[src/rtl/text_packer_pkg.sv]
// Shared types and helpers for the byte-serial to packed-string converter.
package text_packer_pkg;

  typedef enum logic [1:0] {
    FILL = 2'd0,
    DROP = 2'd1,
    HOLD = 2'd2
  } state_e;

  localparam logic [7:0] TERM_DEFAULT = 8'h00;

  function automatic int len_w(input int bytes);
    return $clog2(bytes + 1);
  endfunction

endpackage

[src/rtl/text_shift_reg.sv]
// Byte shifter that packs bytes MSB-first into a wide register and counts them.
// Shift takes effect on the next edge; shifts are ignored once full so the count never wraps.
module text_shift_reg
  import text_packer_pkg::*;
#(
  parameter int WIDTH_BYTES = 64,
  parameter int LEN_W       = len_w(WIDTH_BYTES)
) (
  input  logic                     clk,
  input  logic                     reset_l,
  input  logic                     shift,
  input  logic [7:0]               data,
  input  logic                     clear,
  output logic [8*WIDTH_BYTES-1:0] text_out,
  output logic [LEN_W-1:0]         text_len,
  output logic                     full
);

  localparam int TW = 8 * WIDTH_BYTES;

  assign full = (text_len == LEN_W'(WIDTH_BYTES));

  always_ff @(posedge clk) begin
    if (!reset_l || clear) begin
      text_out <= '0;
      text_len <= '0;
    end else if (shift && !full) begin
      // Shift-then-OR keeps the expression legal even for a one-byte register.
      text_out <= (text_out << 8) | TW'(data);
      text_len <= text_len + LEN_W'(1);
    end
  end

endmodule

[src/rtl/text_packer.sv]
// Accepts ASCII bytes, commits the packed string on TERM and holds it until text_ack.
// One byte per cycle while filling; in_ready is low for the whole HOLD state.
module text_packer
  import text_packer_pkg::*;
#(
  parameter int         WIDTH_BYTES = 64,
  parameter logic [7:0] TERM        = TERM_DEFAULT
) (
  input  logic                             clk,
  input  logic                             reset_l,
  input  logic                             in_valid,
  output logic                             in_ready,
  input  logic [7:0]                       in_data,
  input  logic                             text_ack,
  output logic                             text_valid,
  output logic [8*WIDTH_BYTES-1:0]         text_out,
  output logic [len_w(WIDTH_BYTES)-1:0]    text_len,
  output logic                             overflow
);

  localparam int LW = len_w(WIDTH_BYTES);

  state_e state;
  logic   full;
  logic   accept;
  logic   is_term;
  logic   shift;
  logic   clear;

  assign in_ready = (state != HOLD);
  assign accept   = in_valid && in_ready;
  assign is_term  = (in_data == TERM);
  assign shift    = accept && (state == FILL) && !is_term && !full;
  assign clear    = (state == HOLD) && text_ack;

  text_shift_reg #(
    .WIDTH_BYTES (WIDTH_BYTES),
    .LEN_W       (LW)
  ) u_shift (
    .clk      (clk),
    .reset_l  (reset_l),
    .shift    (shift),
    .data     (in_data),
    .clear    (clear),
    .text_out (text_out),
    .text_len (text_len),
    .full     (full)
  );

  always_ff @(posedge clk) begin
    if (!reset_l) begin
      state      <= FILL;
      text_valid <= 1'b0;
      overflow   <= 1'b0;
    end else begin
      case (state)
        FILL: begin
          if (accept && is_term) begin
            state      <= HOLD;
            text_valid <= 1'b1;
          end else if (accept && full) begin
            state    <= DROP;
            overflow <= 1'b1;
          end
        end
        DROP: begin
          // Overflow stays set so the consumer sees the truncation at commit.
          if (accept && is_term) begin
            state      <= HOLD;
            text_valid <= 1'b1;
          end
        end
        HOLD: begin
          if (text_ack) begin
            state      <= FILL;
            text_valid <= 1'b0;
            overflow   <= 1'b0;
          end
        end
        default: state <= FILL;
      endcase
    end
  end

endmodule

[config.mk]
export PLATFORM = sky130hd
export DESIGN_NAME = text_packer
export DESIGN_NICKNAME = d
export VERILOG_FILES = /design/src/rtl/text_packer_pkg.sv /design/src/rtl/text_shift_reg.sv /design/src/rtl/text_packer.sv
export SDC_FILE = /design/constraint.sdc
export NUM_CORES = 1
export LEC_CHECK = 0
export CAP_MARGIN = 20
export CORE_MARGIN = 5
export CORE_UTILIZATION = 50
export DETAILED_ROUTE_END_ITERATION = 16
export PLACE_DENSITY = 0.81
export SLEW_MARGIN = 10
export SYNTH_ARGS = -nofsm -noshare
export SYNTH_HDL_FRONTEND = slang
export SYNTH_SLANG_ARGS = --single-unit
[constraint.sdc]
create_clock -name clk -period 2.9 [get_ports clk]
set_input_delay 0.725 -clock clk [delete_from_list [all_inputs] [get_ports clk]]
set_output_delay 0.725 -clock clk [all_outputs]
set_load 0.01 [all_outputs]
==> results of run 1 <==
## placed cells by master, fill, tap and decap left out, types with 2 or more instances in the layout
cell             count
nand2_1            534
clkdlybuf4s50_1    533
dfxtp_1            523
nand2_2            487
a21oi_2            487
clkbuf_16           55
buf_4               41
buf_12              39
a21oi_1             29
clkbuf_8            12
clkinv_2            10
bufinv_16            9
clkbuf_1             9
nor2_1               8
inv_1                4
nand3_1              4
o21a_1               3
a22oi_1              3
o21ai_0              3
clkinvlp_4           3
or3_1                2
o31ai_1              2
or4_2                2
or3_2                2
nand2b_1             2
or4_4                2
ha_1                 2
## sequential cells by signal, summed over array words and instances, names as in the netlist
name and cells:
u_shift.text_len 7, text_valid 1, u_shift.text_out 512, state 2, overflow 1
## synthesized netlist by cell type, types with 4 or more instances
library cell / number
a21oi_1: 29
clkbuf_1: 108
nor2_1: 8
buf_2: 6
nand2_1: 535
dfxtp_1: 523
buf_12: 54
inv_1: 4
a21oi_2: 487
nand2_2: 487
nand3_1: 4
## final cells by class
type	instances	area [um2]
Multi-Input combinational cell	1582	9820
Sequential cell	523	10500
Tap cell	585	732
Timing Repair Buffer	613	6420
Clock inverter	23	352
Fill cell	3281	13800
Clock buffer	76	1580
Inverter	4	15.0
## logic make-up (layout without fill, tap and decap cells)
family	Yosys count	after routing	share of synthesized area
XOR/XNOR	1	1	0.000401
buffers and inverters	175	716	0.0717
AO/OA/AOI/OAI	530	530	0.207
AND/OR/NAND/NOR	1049	1049	0.240
adder cells (fa/ha/maj)	2	2	0.00115
flip-flops	523	523	0.479
## routing by layer
layer  part of all wire  wire length (um)
met1               0.40             25300
met2               0.49             30900
met3              0.071              4480
met4              0.037              2340
met5                  0                 0
## final timing paths
path | from | end | slack [ps]
max | state[0] | in_ready | 440
min | u_shift.text_out[507] | u_shift.text_out[507] | 470
max reg2reg | u_shift.text_len[0] | u_shift.text_out[166] | 700
min reg2reg | u_shift.text_out[507] | u_shift.text_out[507] | 470
## per-stage QoR
| stage | hold slack (ps) | power, W | area [um2] | utilization |
|---|---|---|---|---|
| finish | 467 | 0.0154 | 29400 | 0.681 |
| global route | 478 | 0.0159 | 29400 | 0.681 |
| CTS | 467 | 0.0155 | 29400 | 0.681 |
| detailed placement | 454 | 0.00813 | 27500 | 0.636 |
| global placement | 451 | 0.00812 | 27500 | 0.636 |
| floorplan | 486 | 0.00800 | 21800 | - |
## worst register-to-register path, cell delays in order (launching register included)
cell	delay [ps]
dfxtp_1	370
inv_1	80
ha_1	130
or4b_4	510
o221ai_4	250
buf_12	280
buf_12	270
nand2_2	110
a21oi_2	140
## power by group
| group | switching [W] | internal [W] |
|---|---|---|
| sequential | 0.0000180 | 0.00720 |
| clock | 0.00286 | 0.00457 |
| combinational | 0.000547 | 0.000215 |
| total | 0.00343 | 0.0120 |
==> impl_metrics.csv, run 1 <==
group,metric,value,unit
clocking,clockBufferDepth,3,
global_routing,busiest_layer,"met2",
clocking,clock-sinks,523,
setup_path,cp_slowest_cell,"clkdlybuf4s50_1",
power,leakage,8.95,nW
global_routing,grt_max_degree,60,
flow_run,cap_viol_max_count,0,
sta,finalCriticalPeriod,2460,ps
route,drc,0,
place,dp.cells,3307,
die,die_w,219,um
setup_path,cp-start-kind,"flip-flop",
setup_path,cp_slowest_stage_delay,590,ps
setup_path,critPathBufInv,1,
sta,finClkSkew,16.0,ps
clocking,hold_buffers,0,
place,dp_slack,3.71,ps
logic_synthesis,ys.warnings.count,0,
sta,setup_ws,444,ps
logic_synthesis,synthCells,2280,
finish,final_cells,3406,
worst_hold_path,hold_path_class,"reg -> reg",
sta,period_share,0.847,
logic_synthesis,synth-edff-count,0,
setup_path,crit_arrival,1730,ps
logic_synthesis,synth_seq_cells,523,
global_routing,grt_use_total,0.254,
die,rows,76,
setup_path,r2r_cells,8,
setup_path,crit_type,"reg -> out",
sta,setup_viol,0,
clocking,post_cts_buffers,0,
logic_synthesis,ys.flop_type,"dfxtp_1",
logic_synthesis,syn_nets,2294,
die,core,43200,um2
sta,final_max_slew_viol_count,0,
finish,diodes,0,
place,io_buffers,533,
global_routing,grt_util_met2,0.432,
route,routed_wl,63.1,mm
sta,rsz0062_at_grt,"false",
global_routing,grt_pass1_wl,99.4,mm
logic_synthesis,seq_area_frac_synth,0.479,
clocking,clk_pin_slew,60,ps
place,place_congestion,0.876,
global_routing,overflow,0,
outcome,status,"finished, final reports clean",
logic_synthesis,avgSynthCellArea,9.58,um2
power,ir_worst_vdd,0.420,mV
route,drt_iter0_drc,1115,
route,routedWlPerCell,18.5,um
sta,relSlewSlack,0.730,
place,dp_hpwl,45.9,mm
logic_synthesis,synthesis.area,21800,um2
global_routing,grt_use_met3,0.0659,
finish,area_delta_synth_final,34.6,%
logic_synthesis,synth_top_cell_area_share,0.479,
global_routing,antenna_found_initial,0,
sta,fmax,0.407,GHz
die,dieArea,48000,um2
clocking,h-tree-depth,2,
clocking,cts_buffers,53,
logic_synthesis,synth_area_leader_cell,"dfxtp_1",
setup_path,end_kind,"output port",
worst_hold_path,whs_path_depth,2,
setup_path,path_cells,"nand2b_1 -> clkdlybuf4s50_1",
clocking,cts_tree,"built",
die,die_h,219,um
finish,drive_above_1_share,0.409,
sta,worst_pin_slew,406,ps
sta,tns,0,ps
logic_synthesis,yosys-top-cells-area,"dfxtp_1, a21oi_2, nand2_2",
die,initial_core_util,0.506,
setup_path,worstPathRequired,2170,ps
clocking,cts_root_buf,"clkbuf_16",
sta,hold_viol,0,
global_routing,met1_usage,0.311,
route,first_pass_iters,5,
logic_synthesis,async_reset_ff_frac,0,
setup_path,critical_path_depth,2,
power,power.density,525,nW/um2
route,ant_nets,0,
die,io-pin-count,534,
route,dr_total_vias,17400,
finish,final_nets,2791,
logic_synthesis,yosysUniqueCellTypes,31,
clocking,clock_latency,590,ps
setup_path,path_max_fanout,4,
route,post_drt_via_cell_ratio,5.11,
global_routing,grt_pass1_vias,17700,
clocking,cts_resized,0,
setup_path,cpLargestDelayFamily,"buffers and inverters",
No activity file was read; power rests on OpenSTA's default activity.
==> run 2: changes to the inputs <==
--- a/config.mk
+++ b/config.mk
@@ -7,9 +7,9 @@
 export LEC_CHECK = 0
 export CAP_MARGIN = 20
 export CORE_MARGIN = 5
-export CORE_UTILIZATION = 50
+export CORE_UTILIZATION = 45
 export DETAILED_ROUTE_END_ITERATION = 16
-export PLACE_DENSITY = 0.81
+export PLACE_DENSITY = 0.77
 export SLEW_MARGIN = 10
 export SYNTH_ARGS = -nofsm -noshare
 export SYNTH_HDL_FRONTEND = slang
==> constraint.sdc (replaced) <==
create_clock -name clk -period 2.2 [get_ports clk]
set_input_delay 0.55 -clock clk [delete_from_list [all_inputs] [get_ports clk]]
set_output_delay 0.55 -clock clk [all_outputs]
set_load 0.01 [all_outputs]
==> run 2 against run 1 <==
Critical endpoint is now u_shift.text_out[188]. Total power increased by 27%. Non-clock buffer count increased by 20. The run now ends with setup timing left. Sequential cell count unchanged. Die area increased by 11%. Combinational power increased by 44%. Utilization decreased by 6.0 points.
==> impl_metrics.csv, run 2 (same netlist as run 1, synthesis figures left out) <==
group,metric,value,unit
place,io_buffers,533,
route,routedWlPerCell,18.7,um
die,die_w,230,um
outcome,status,"complete, but fails checks",
clocking,clock_latency,600,ps
place,dp.cells,3352,
global_routing,antenna_found_initial,4,
global_routing,grt_use_total,0.230,
sta,period_share,1.01,
setup_path,crit_type,"in -> reg",
setup_path,r2r_cells,9,
global_routing,grt_pass1_wl,99.8,mm
clocking,clock-sinks,523,
die,rows,80,
sta,final_max_slew_viol_count,0,
die,initial_core_util,0.456,
worst_hold_path,whs_path_depth,2,
finish,area_delta_synth_final,36.1,%
route,ant_nets,0,
route,routed_wl,64.5,mm
finish,final_util,0.621,
finish,final_common_cell,"nand2_1",
setup_path,cp-start-kind,"input port",
place,place_congestion,0.861,
setup_path,crit_arrival,2730,ps
route,post_drt_via_cell_ratio,5.04,
die,die_h,230,um
sta,hold_viol,0,
finish,largest_register_ffs,512,
sta,setup_ws,-16.4,ps
finish,reg_top3,"u_shift.text_out x512, u_shift.text_len x7, state x2",
clocking,h-tree-depth,2,
power,pwr-share-seq,0.486,
sta,tns,-31.3,ps
route,drc,0,
route,first_pass_iters,7,
power,p_int,0.0151,W
place,dp_slack,-597,ps
sta,setup_viol,6,
power,clkPwrFrac,0.458,
worst_hold_path,hold_path_class,"reg -> reg",
global_routing,overflow,0,
power,p_sw,0.00453,W
flow_run,cap_viol_max_count,0,
finish,drive_above_1_share,0.414,
power,ir_worst_vdd,0.503,mV
setup_path,worstPathRequired,2710,ps
setup_path,end_kind,"flip-flop",
power,switching_share,0.231,
clocking,cts_buffers,56,
outcome,violations,"setup timing",
sta,fmax,0.451,GHz
setup_path,path_max_fanout,27,
power,power_frac_comb,0.056,
sta,relSlewSlack,0.686,
clocking,hold_buffers,0,
sta,worst_pin_slew,471,ps
sta,finalCriticalPeriod,2220,ps
die,core,47800,um2
finish,multiInputGateArea,9830,um2
sta,finClkSkew,23.5,ps
sta,rsz0062_at_grt,"true",
clocking,cts_root_buf,"clkbuf_16",
finish,ff_latch_area,10500,um2
finish,n_fill_cell,3938,
finish,top_register,"u_shift.text_out",
place,dp_hpwl,47.1,mm
finish,final_nets,2814,
die,dieArea,53000,um2
finish,final_cells,3455,
power,power.total,0.0196,W
clocking,cts_tree,"built",
die,io-pin-count,534,
clocking,clk_pin_slew,60,ps
clocking,clockBufferDepth,3,
finish,final_cell_mix,"nand2_1, dfxtp_1, a21oi_2, nand2_2, clkdlybuf4s50_1",
power,leakage,9.77,nW
global_routing,grt_max_degree,86,
global_routing,grt_pass1_vias,17300,
power,power.density,659,nW/um2
route,drt_iter0_drc,1038,
route,dr_total_vias,17400,
run 2: changes by cell type in the layout (fill, tap and decap cells not counted), moves of 4 or more:
| cell | delta |
|---|---|
| clkinv_2 | -4 |
| dfxtp_2 | +8 |
| dlymetal6s2s_1 | +32 |
| clkbuf_1 | +6 |
| dlygate4sd2_1 | +26 |
| dfxtp_1 | -8 |
| buf_12 | +11 |
| buf_16 | +5 |
| clkdlybuf4s50_1 | -58 |
| bufinv_16 | -8 |
run 2: what timing repair did:
action | 4_1_cts | 5_1_grt
endpoints found under the setup margin | 29 | 99
resized for setup | 29 | 46
cloned | 0 | 1
pin swaps | 0 | 6
setup buffers | 0 | 4
run 2: area by class of cell:
| class | instances | share of cell area |
|---|---|---|
| Antenna cell | 3 | 0.000253 |
| Clock inverter | 12 | 0.00349 |
| Tap cell | 615 | 0.0259 |
| Inverter | 4 | 0.000505 |
| Timing Repair Buffer | 633 | 0.231 |
| Multi-Input combinational cell | 1582 | 0.331 |
| Sequential cell | 523 | 0.353 |
| Clock buffer | 83 | 0.0550 |
run 2: path summary, 6_finish.rpt:
path / start / end / slack [ps]
worst min-delay path: u_shift.text_out[509] / u_shift.text_out[509] / 460
worst min register to register: u_shift.text_out[509] / u_shift.text_out[509] / 460
worst max register to register: u_shift.text_len[0] / u_shift.text_out[188] / 30
worst max-delay path: in_data[4] / u_shift.text_out[188] / -20
run 2: power groups by stage:
stage / clock network, W / registers (W) / logic (W)
floorplan: 0 / 0.00973 / 0.000822
global placement: 0 / 0.00972 / 0.00107
detailed placement: 0 / 0.00972 / 0.00108
CTS: 0.00917 / 0.00951 / 0.00108
global route: 0.00957 / 0.00951 / 0.00117
finish: 0.00897 / 0.00951 / 0.00110
run 2: stage by stage:
stage | instance area, um2 | hold slack, ps
2_1_floorplan | 21800 | 486
5_1_grt | 29700 | 480
4_1_cts | 29500 | 468
3_5_place_dp | 27800 | 455
3_3_place_gp | 27800 | 451
6_report | 29700 | 465
run 2: metal layers:
metal,track usage,part of all wire
met2,0.380,0.48
met1,0.290,0.41
met3,0.0595,0.066
met4,0.0867,0.037
met5,0,0
run 2: critical path, stage by stage:
cell and delay (ps):
clkdlybuf4s50_1 470, or4_4 620, o221ai_4 240, buf_12 160
buf_16 190, buf_16 230, nand2_2 90, a21oi_2 140
